### config.mk
export PLATFORM = sky130hd
export DESIGN_NAME = warp_scheduler
export DESIGN_NICKNAME = d
export VERILOG_FILES = /design/src/rtl/warp_scheduler.sv
export SDC_FILE = /design/constraint.sdc
export NUM_CORES = 1
export LEC_CHECK = 0
export ABC_AREA = 1
export ABC_CLOCK_PERIOD_IN_PS = 5310
export BUFFER_PORTS_ARGS = -buffer_cell sky130_fd_sc_hd__buf_2
export CORE_MARGIN = 1
export CORE_UTILIZATION = 50
export DETAILED_ROUTE_END_ITERATION = 6
export GPL_TIMING_DRIVEN = 0
export PLACE_DENSITY_LB_ADDON = 0.1
export SYNTH_ARGS = -nofsm -noshare
export SYNTH_HDL_FRONTEND = slang
export SYNTH_SLANG_ARGS = --single-unit
### constraint.sdc
create_clock -name clk -period 5.31 [get_ports clk]
set_input_delay 1.3275 -clock clk [delete_from_list [all_inputs] [get_ports clk]]
set_output_delay 1.3275 -clock clk [all_outputs]
set_load 0.02 [all_outputs]
### src/rtl/warp_scheduler.sv
// ----------------------------------------------------------------------------
// warp_scheduler
//
// Per-core warp scheduler. Launches up to MAX_WARPS warps for a thread block,
// tracks each warp's PC and status, and offers one READY warp at a time to the
// fetch/decode front end. Selection is round-robin and skips warps that are
// in flight, waiting on memory, finished or not launched.
//
// Ports:
//   clk              - clock, rising edge
//   reset            - asynchronous, active-low reset
//   start            - launch pulse, honoured in IDLE or DONE only
//   thread_count     - threads in the block, sampled with start
//   issue_valid      - issue slot holds a READY warp
//   issue_ready      - fetcher accepts the slot
//   issue_warp_id    - warp in the slot
//   issue_pc         - PC of the warp in the slot
//   issue_mask       - active-thread mask of the warp in the slot
//   commit_valid     - an in-flight warp finished its instruction
//   commit_warp_id   - committing warp
//   commit_pc        - next PC for the committing warp
//   commit_ret       - the instruction was RET, warp finishes
//   commit_mem       - warp must wait for outstanding LSU traffic
//   mem_done_valid   - LSU traffic of a warp completed
//   mem_done_warp_id - warp whose memory traffic completed
//   done             - every launched warp has finished
//   error            - sticky protocol/configuration error
// ----------------------------------------------------------------------------
module warp_scheduler #(
    parameter int MAX_WARPS        = 4,
    parameter int THREADS_PER_WARP = 4,
    parameter int PC_WIDTH         = 8,
    localparam int WID_W           = $clog2(MAX_WARPS)
) (
    input  logic                        clk,
    input  logic                        reset,
    input  logic                        start,
    input  logic [7:0]                  thread_count,
    output logic                        issue_valid,
    input  logic                        issue_ready,
    output logic [WID_W-1:0]            issue_warp_id,
    output logic [PC_WIDTH-1:0]         issue_pc,
    output logic [THREADS_PER_WARP-1:0] issue_mask,
    input  logic                        commit_valid,
    input  logic [WID_W-1:0]            commit_warp_id,
    input  logic [PC_WIDTH-1:0]         commit_pc,
    input  logic                        commit_ret,
    input  logic                        commit_mem,
    input  logic                        mem_done_valid,
    input  logic [WID_W-1:0]            mem_done_warp_id,
    output logic                        done,
    output logic                        error
);

    typedef enum logic [1:0] {
        S_IDLE,
        S_RUN,
        S_DONE
    } sched_state_t;

    typedef enum logic [2:0] {
        W_INACTIVE,
        W_READY,
        W_IN_FLIGHT,
        W_MEM_WAIT,
        W_FINISHED
    } warp_state_t;

    sched_state_t                  state_reg;
    warp_state_t                   warp_state_reg [MAX_WARPS];
    logic [PC_WIDTH-1:0]           pc_reg         [MAX_WARPS];
    logic [THREADS_PER_WARP-1:0]   mask_reg       [MAX_WARPS];
    logic [WID_W-1:0]              rr_ptr_reg;

    logic                          issue_valid_reg;
    logic [WID_W-1:0]              issue_warp_id_reg;
    logic [PC_WIDTH-1:0]           issue_pc_reg;
    logic [THREADS_PER_WARP-1:0]   issue_mask_reg;
    logic                          done_reg;
    logic                          error_reg;

    assign issue_valid   = issue_valid_reg;
    assign issue_warp_id = issue_warp_id_reg;
    assign issue_pc      = issue_pc_reg;
    assign issue_mask    = issue_mask_reg;
    assign done          = done_reg;
    assign error         = error_reg;

    // ------------------------------------------------------------------
    // Launch decode: warp count and mask of the (possibly partial) last warp,
    // all in 9-bit arithmetic so thread_count=255 cannot overflow.
    // ------------------------------------------------------------------
    logic [8:0]                  tc_ext;
    logic [8:0]                  n_warps;
    logic [8:0]                  last_rem;
    logic [THREADS_PER_WARP-1:0] last_mask;
    logic                        start_ok;
    logic                        launch;
    logic                        too_many;

    assign tc_ext   = {1'b0, thread_count};
    assign n_warps  = (tc_ext + 9'(THREADS_PER_WARP - 1)) / 9'(THREADS_PER_WARP);
    // Threads in the last warp (1..THREADS_PER_WARP); only used when n_warps >= 1.
    assign last_rem = tc_ext - (n_warps - 9'd1) * 9'(THREADS_PER_WARP);

    for (genvar gi = 0; gi < THREADS_PER_WARP; gi++) begin : g_last_mask
        assign last_mask[gi] = (9'(gi) < last_rem);
    end

    assign start_ok = start && (state_reg != S_RUN);
    assign launch   = start_ok && (n_warps != 9'd0) && (n_warps <= 9'(MAX_WARPS));
    assign too_many = start_ok && (n_warps > 9'(MAX_WARPS));

    // ------------------------------------------------------------------
    // Handshake and feedback qualification
    // ------------------------------------------------------------------
    logic handshake;
    logic load_slot;
    logic commit_legal;
    logic md_clash;
    logic md_legal;
    logic proto_err;

    assign handshake = issue_valid_reg && issue_ready;
    assign load_slot = !issue_valid_reg || handshake;

    assign commit_legal = commit_valid && (warp_state_reg[commit_warp_id] == W_IN_FLIGHT);
    // Commit and mem_done naming the same warp: commit wins, mem_done is dropped.
    assign md_clash     = mem_done_valid && commit_valid && (mem_done_warp_id == commit_warp_id);
    assign md_legal     = mem_done_valid && !md_clash &&
                          (warp_state_reg[mem_done_warp_id] == W_MEM_WAIT);
    assign proto_err    = (commit_valid && !commit_legal) ||
                          md_clash ||
                          (mem_done_valid && !md_clash && !md_legal);

    // ------------------------------------------------------------------
    // Round-robin candidate search over registered warp state. The warp
    // leaving the slot this cycle is still READY in the registers, so it is
    // excluded explicitly.
    // ------------------------------------------------------------------
    logic             cand_found;
    logic [WID_W-1:0] cand_id;
    logic [WID_W-1:0] scan_idx;

    always_comb begin
        cand_found = 1'b0;
        cand_id    = '0;
        scan_idx   = '0;
        for (int k = 1; k <= MAX_WARPS; k++) begin
            scan_idx = rr_ptr_reg + WID_W'(k);
            if (!cand_found && (warp_state_reg[scan_idx] == W_READY) &&
                !(handshake && (scan_idx == issue_warp_id_reg))) begin
                cand_found = 1'b1;
                cand_id    = scan_idx;
            end
        end
    end

    // Launched warps are never INACTIVE, so this is true once all are FINISHED.
    logic all_retired;

    always_comb begin
        all_retired = 1'b1;
        for (int w = 0; w < MAX_WARPS; w++) begin
            if ((warp_state_reg[w] != W_INACTIVE) && (warp_state_reg[w] != W_FINISHED)) begin
                all_retired = 1'b0;
            end
        end
    end

    // ------------------------------------------------------------------
    // Per-warp status, PC and mask
    // ------------------------------------------------------------------
    always_ff @(posedge clk or negedge reset) begin
        if (!reset) begin
            for (int w = 0; w < MAX_WARPS; w++) begin
                warp_state_reg[w] <= W_INACTIVE;
                pc_reg[w]         <= '0;
                mask_reg[w]       <= '0;
            end
        end else if (start_ok) begin
            for (int w = 0; w < MAX_WARPS; w++) begin
                pc_reg[w] <= '0;
                if (launch && (9'(w) < n_warps)) begin
                    warp_state_reg[w] <= W_READY;
                    mask_reg[w]       <= (9'(w) == n_warps - 9'd1) ? last_mask : '1;
                end else begin
                    warp_state_reg[w] <= W_INACTIVE;
                    mask_reg[w]       <= '0;
                end
            end
        end else begin
            // Each event only touches a warp in a distinct state, so at most
            // one of these updates can apply to any one warp.
            for (int w = 0; w < MAX_WARPS; w++) begin
                if (handshake && (issue_warp_id_reg == WID_W'(w))) begin
                    warp_state_reg[w] <= W_IN_FLIGHT;
                end
                if (commit_legal && (commit_warp_id == WID_W'(w))) begin
                    if (commit_ret) begin
                        warp_state_reg[w] <= W_FINISHED;
                    end else begin
                        pc_reg[w]         <= commit_pc;
                        warp_state_reg[w] <= commit_mem ? W_MEM_WAIT : W_READY;
                    end
                end
                if (md_legal && (mem_done_warp_id == WID_W'(w))) begin
                    warp_state_reg[w] <= W_READY;
                end
            end
        end
    end

    // ------------------------------------------------------------------
    // Top FSM, issue slot, round-robin pointer, done and error
    // ------------------------------------------------------------------
    always_ff @(posedge clk or negedge reset) begin
        if (!reset) begin
            state_reg         <= S_IDLE;
            rr_ptr_reg        <= WID_W'(MAX_WARPS - 1);
            issue_valid_reg   <= 1'b0;
            issue_warp_id_reg <= '0;
            issue_pc_reg      <= '0;
            issue_mask_reg    <= '0;
            done_reg          <= 1'b0;
            error_reg         <= 1'b0;
        end else begin
            if (proto_err || too_many) begin
                error_reg <= 1'b1;
            end

            case (state_reg)
                S_IDLE, S_DONE: begin
                    issue_valid_reg <= 1'b0;
                    if (start_ok) begin
                        if (launch) begin
                            state_reg  <= S_RUN;
                            done_reg   <= 1'b0;
                            // Restart the scan so warp 0 is offered first.
                            rr_ptr_reg <= WID_W'(MAX_WARPS - 1);
                        end else begin
                            state_reg <= S_DONE;
                            done_reg  <= 1'b1;
                        end
                    end
                end

                S_RUN: begin
                    if (handshake) begin
                        rr_ptr_reg <= issue_warp_id_reg;
                    end
                    if (all_retired) begin
                        state_reg       <= S_DONE;
                        done_reg        <= 1'b1;
                        issue_valid_reg <= 1'b0;
                    end else if (load_slot) begin
                        issue_valid_reg <= cand_found;
                        if (cand_found) begin
                            issue_warp_id_reg <= cand_id;
                            issue_pc_reg      <= pc_reg[cand_id];
                            issue_mask_reg    <= mask_reg[cand_id];
                        end
                    end
                end

                default: begin
                    state_reg       <= S_IDLE;
                    issue_valid_reg <= 1'b0;
                end
            endcase
        end
    end

endmodule

==> impl_metrics.yaml <==
detailed_routing:
  wl_met1_um: 6280
  top_layer: "met4"
  first_pass_iters: 5
  vias: 4912
  drt_iter0_drc: 357
  wl_met2_um: 5790
  routed_via_density: 5.36
  drcViolationCount: 0
  antenna_left: 0
  dr_wl_met3_um: 961
  wirelength_um: 13200
  post_drt_wl_per_cell_um: 14.4
pwr:
  powerDensity_nw_per_um2: 286
  max-vdd-ir-drop_mv: 0.148
  power_leakage_nw: 3.11
synthesis:
  yosys_warnings: 0
  async_reset_ff_share_pct: 100
  synth_flop_cell: "dfrtp_1"
  ys_ff_latch: 81
  mappedNetlistArea_um2: 5160
  synth_cell_types: 41
  synth-edff-count: 0
  syn_avg_cell_area_um2: 7.13
  syn_inst: 724
  yosysSeqAreaShare_pct: 39.3
  syn-num-nets: 763
place:
  dp.cells: 902
  port_buffers: 44
  dp.final_hpwl_um: 10200
  gp_congestion: 0.889
clock_network:
  cts_buffers: 9
  clockBufferDepth: 2
  post_cts_buffers: 0
  cts_root_buf: "clkbuf_8"
  ctsResizeCount: 0
  cts_tree: "done"
  clk_pin_slew_worst_paths_ns: 0.09
  hold_buffers: 0
  htree_levels: 3
  clock_latency_ns: 0.37
  cts_sinks: 81
floorplan:
  start_util_pct: 52.1
  dieArea_um2: 10700
  core_area_um2: 9910
  rows: 36
  die_y_um: 104
  ios: 45
  die_w_um: 104
cells_and_area:
  area_growth_pct: 12.4
  instances_no_fill: 917
  drive_above_1_share_pct: 16.6
  final_nets: 819
  largest_reg_flops: 32
  diodes: 0
sta:
  rsz0062_at_grt: "no"
  finalHoldViolCount: 0
  fmax_mhz: 233
  slew_viol_final: 0
  relSlewSlack_pct: 51.8
  finalCritPeriodShare_pct: 80.7
  setup-tns-final_ns: 0
  skew_ns: 0.0171
  setup_viol: 0
  worstMarginPinSlew_ns: 0.723
  period_minus_slack_ns: 4.28
worst_hold_path:
  min_path_type: "reg2reg"
  min_to: "issue_pc[4]"
  min_from: "issue_pc[4]"
  holdPathStages: 2
setup_path:
  crit_fanout: 6
  cp.arrival_ns: 4.53
  critPathKind: "in2reg"
  r2r_cells: 15
  path_buf_inv: 4
  max_stage_delay_ns: 0.37
  setup.worst_path.end_class: "flip-flop"
  timing.rr.end: "issue_mask[1]"
  cpMostUsedCell: "nand2_1"
  r2r-start: "rr_ptr_reg[0]"
  crit_chain: "buf_2 > nor2_1 > ha_1 > inv_1 > ha_1 > inv_1 > nor2_4 > nor2_1 > ha_1 > nand2_1 > o21ai_0 > a21oi_1 > inv_1 > nand2_1 > nand3_1 > nand2_1 > nor2_2 > nand4_1 > nand2_1 > nand2_1"
  cp.required_ns: 5.56
  crit_path_start_kind: "input port"
  reg2reg_slack_ns: 2.91
  cp_top_family: "simple AND/OR/NAND/NOR gates"
  worst_path_max_delay_cell: "ha_1"
global_route:
  grt_max_degree: 46
  grt_pass1_vias: 4607
  overflow: 0
  grt_use_total_pct: 25.9
  antenna_found_initial: 0
  grt_pass1_wl_um: 22300
outcome:
  status: "finished, final reports clean"
job:
  max_cap_violations: 0
layout by cell type (no fill, tap or decap), drive strengths merged:
master | Yosys | routed
a211oi | 6 | 6
a21oi | 17 | 17
a22oi | 9 | 9
a31oi | 1 | 1
and2 | 1 | 1
buf | 17 | 62
bufinv | 0 | 2
clkbuf | 2 | 12
clkinv | 1 | 2
dfrtp | 79 | 79
dfstp | 2 | 2
fa | 1 | 1
ha | 10 | 10
inv | 86 | 88
nand2 | 269 | 269
nand3 | 73 | 73
nand3b | 13 | 13
nand4 | 11 | 11
nor2 | 46 | 46
nor3 | 5 | 5
nor4 | 3 | 3
o211ai | 2 | 2
o21ai | 55 | 55
o221ai | 3 | 3
o22ai | 5 | 5
xnor2 | 4 | 4
xor2 | 3 | 3
cell families after synthesis:
| kind of cell | synth area share (%) |
|---|---|
| buf+inv | 8.77 |
| compound gates | 11.1 |
| xor+xnor | 1.19 |
| simple gates | 36.8 |
| fa+ha+maj | 2.81 |
| flops | 39.3 |
worst reg2reg max path, stage by stage (launching register included):
cell and delay [ns]:
dfstp_2 0.53, buf_6 0.13, inv_4 0.07, o21ai_0 0.08, nand3_1 0.13, nand2_1 0.15, nand3_4 0.13, nand3_1 0.14
nand3_2 0.20, nand2_4 0.19, buf_4 0.20, nand2_1 0.07, nand3_1 0.07, nand2_1 0.08, nand2_1 0.07, nand2_1 0.05
worst max-delay path by stage:
stage / from / endpoint / slack, ns / depth (start not counted)
after global placement: thread_count[1] / mask_reg[7] / 0.75 / 17
after CTS: thread_count[1] / mask_reg[6] / 1.01 / 20
after floorplan: thread_count[1] / mask_reg[12] / 1.44 / 17
after global routing: thread_count[1] / mask_reg[6] / 0.66 / 20
final: thread_count[1] / mask_reg[6] / 1.03 / 20
after detailed placement: thread_count[1] / mask_reg[6] / 0.63 / 20
metal layers:
layer,up-vias,GRT usage [%]
li1,2452,-
met1,2291,38.4
met2,156,39.7
met3,13,3.96
met4,0,6.00
met5,-,0
per-stage QoR:
step	hold WS (ns)	total power [mW]	util [%]	cell area (um^2)	setup slack, ns
after detailed placement	0.460	1.15	56.3	5580	0.631
after CTS	0.484	1.66	58.6	5810	1.01
after global routing	0.508	1.75	58.6	5810	0.657
final	0.477	1.66	58.6	5810	1.03
after global placement	0.458	1.14	56.0	5550	0.750
after floorplan	0.441	1.01	-	5160	1.44
cell usage after synthesis (5+ instances only):
cell	count	area [um^2]
a211oi_1	6	45.0
a21oi_1	13	65.1
a22oi_1	9	67.6
buf_2	11	55.1
dfrtp_1	79	1980
ha_1	10	125
inv_1	74	278
inv_2	11	41.3
nand2_1	253	950
nand2_2	12	75.1
nand3_1	66	330
nand3_2	6	60.1
nand3b_1	13	97.6
nand4_1	10	62.6
nor2_1	38	143
nor2_2	7	43.8
o21ai_0	43	215
o21ai_1	12	60.1
o22ai_1	5	31.3
where the power goes:
group          leakage (nW)  internal [mW]  switching, mW
clock                 0.113          0.279          0.239
combinational          1.92          0.147          0.286
sequential             1.07          0.674         0.0341
total                  3.11           1.10          0.559
final cells by class:
cell class / instances / area [um^2]
fill: 958 / 4100
multi-input combinational: 537 / 2680
sequential: 81 / 2030
inverter: 87 / 334
timing repair buffer: 45 / 250
tap: 133 / 166
clock buffer: 10 / 138
buffer: 19 / 119
clock inverter: 5 / 86.3
Note: power is estimated with default switching activity, not from simulation.
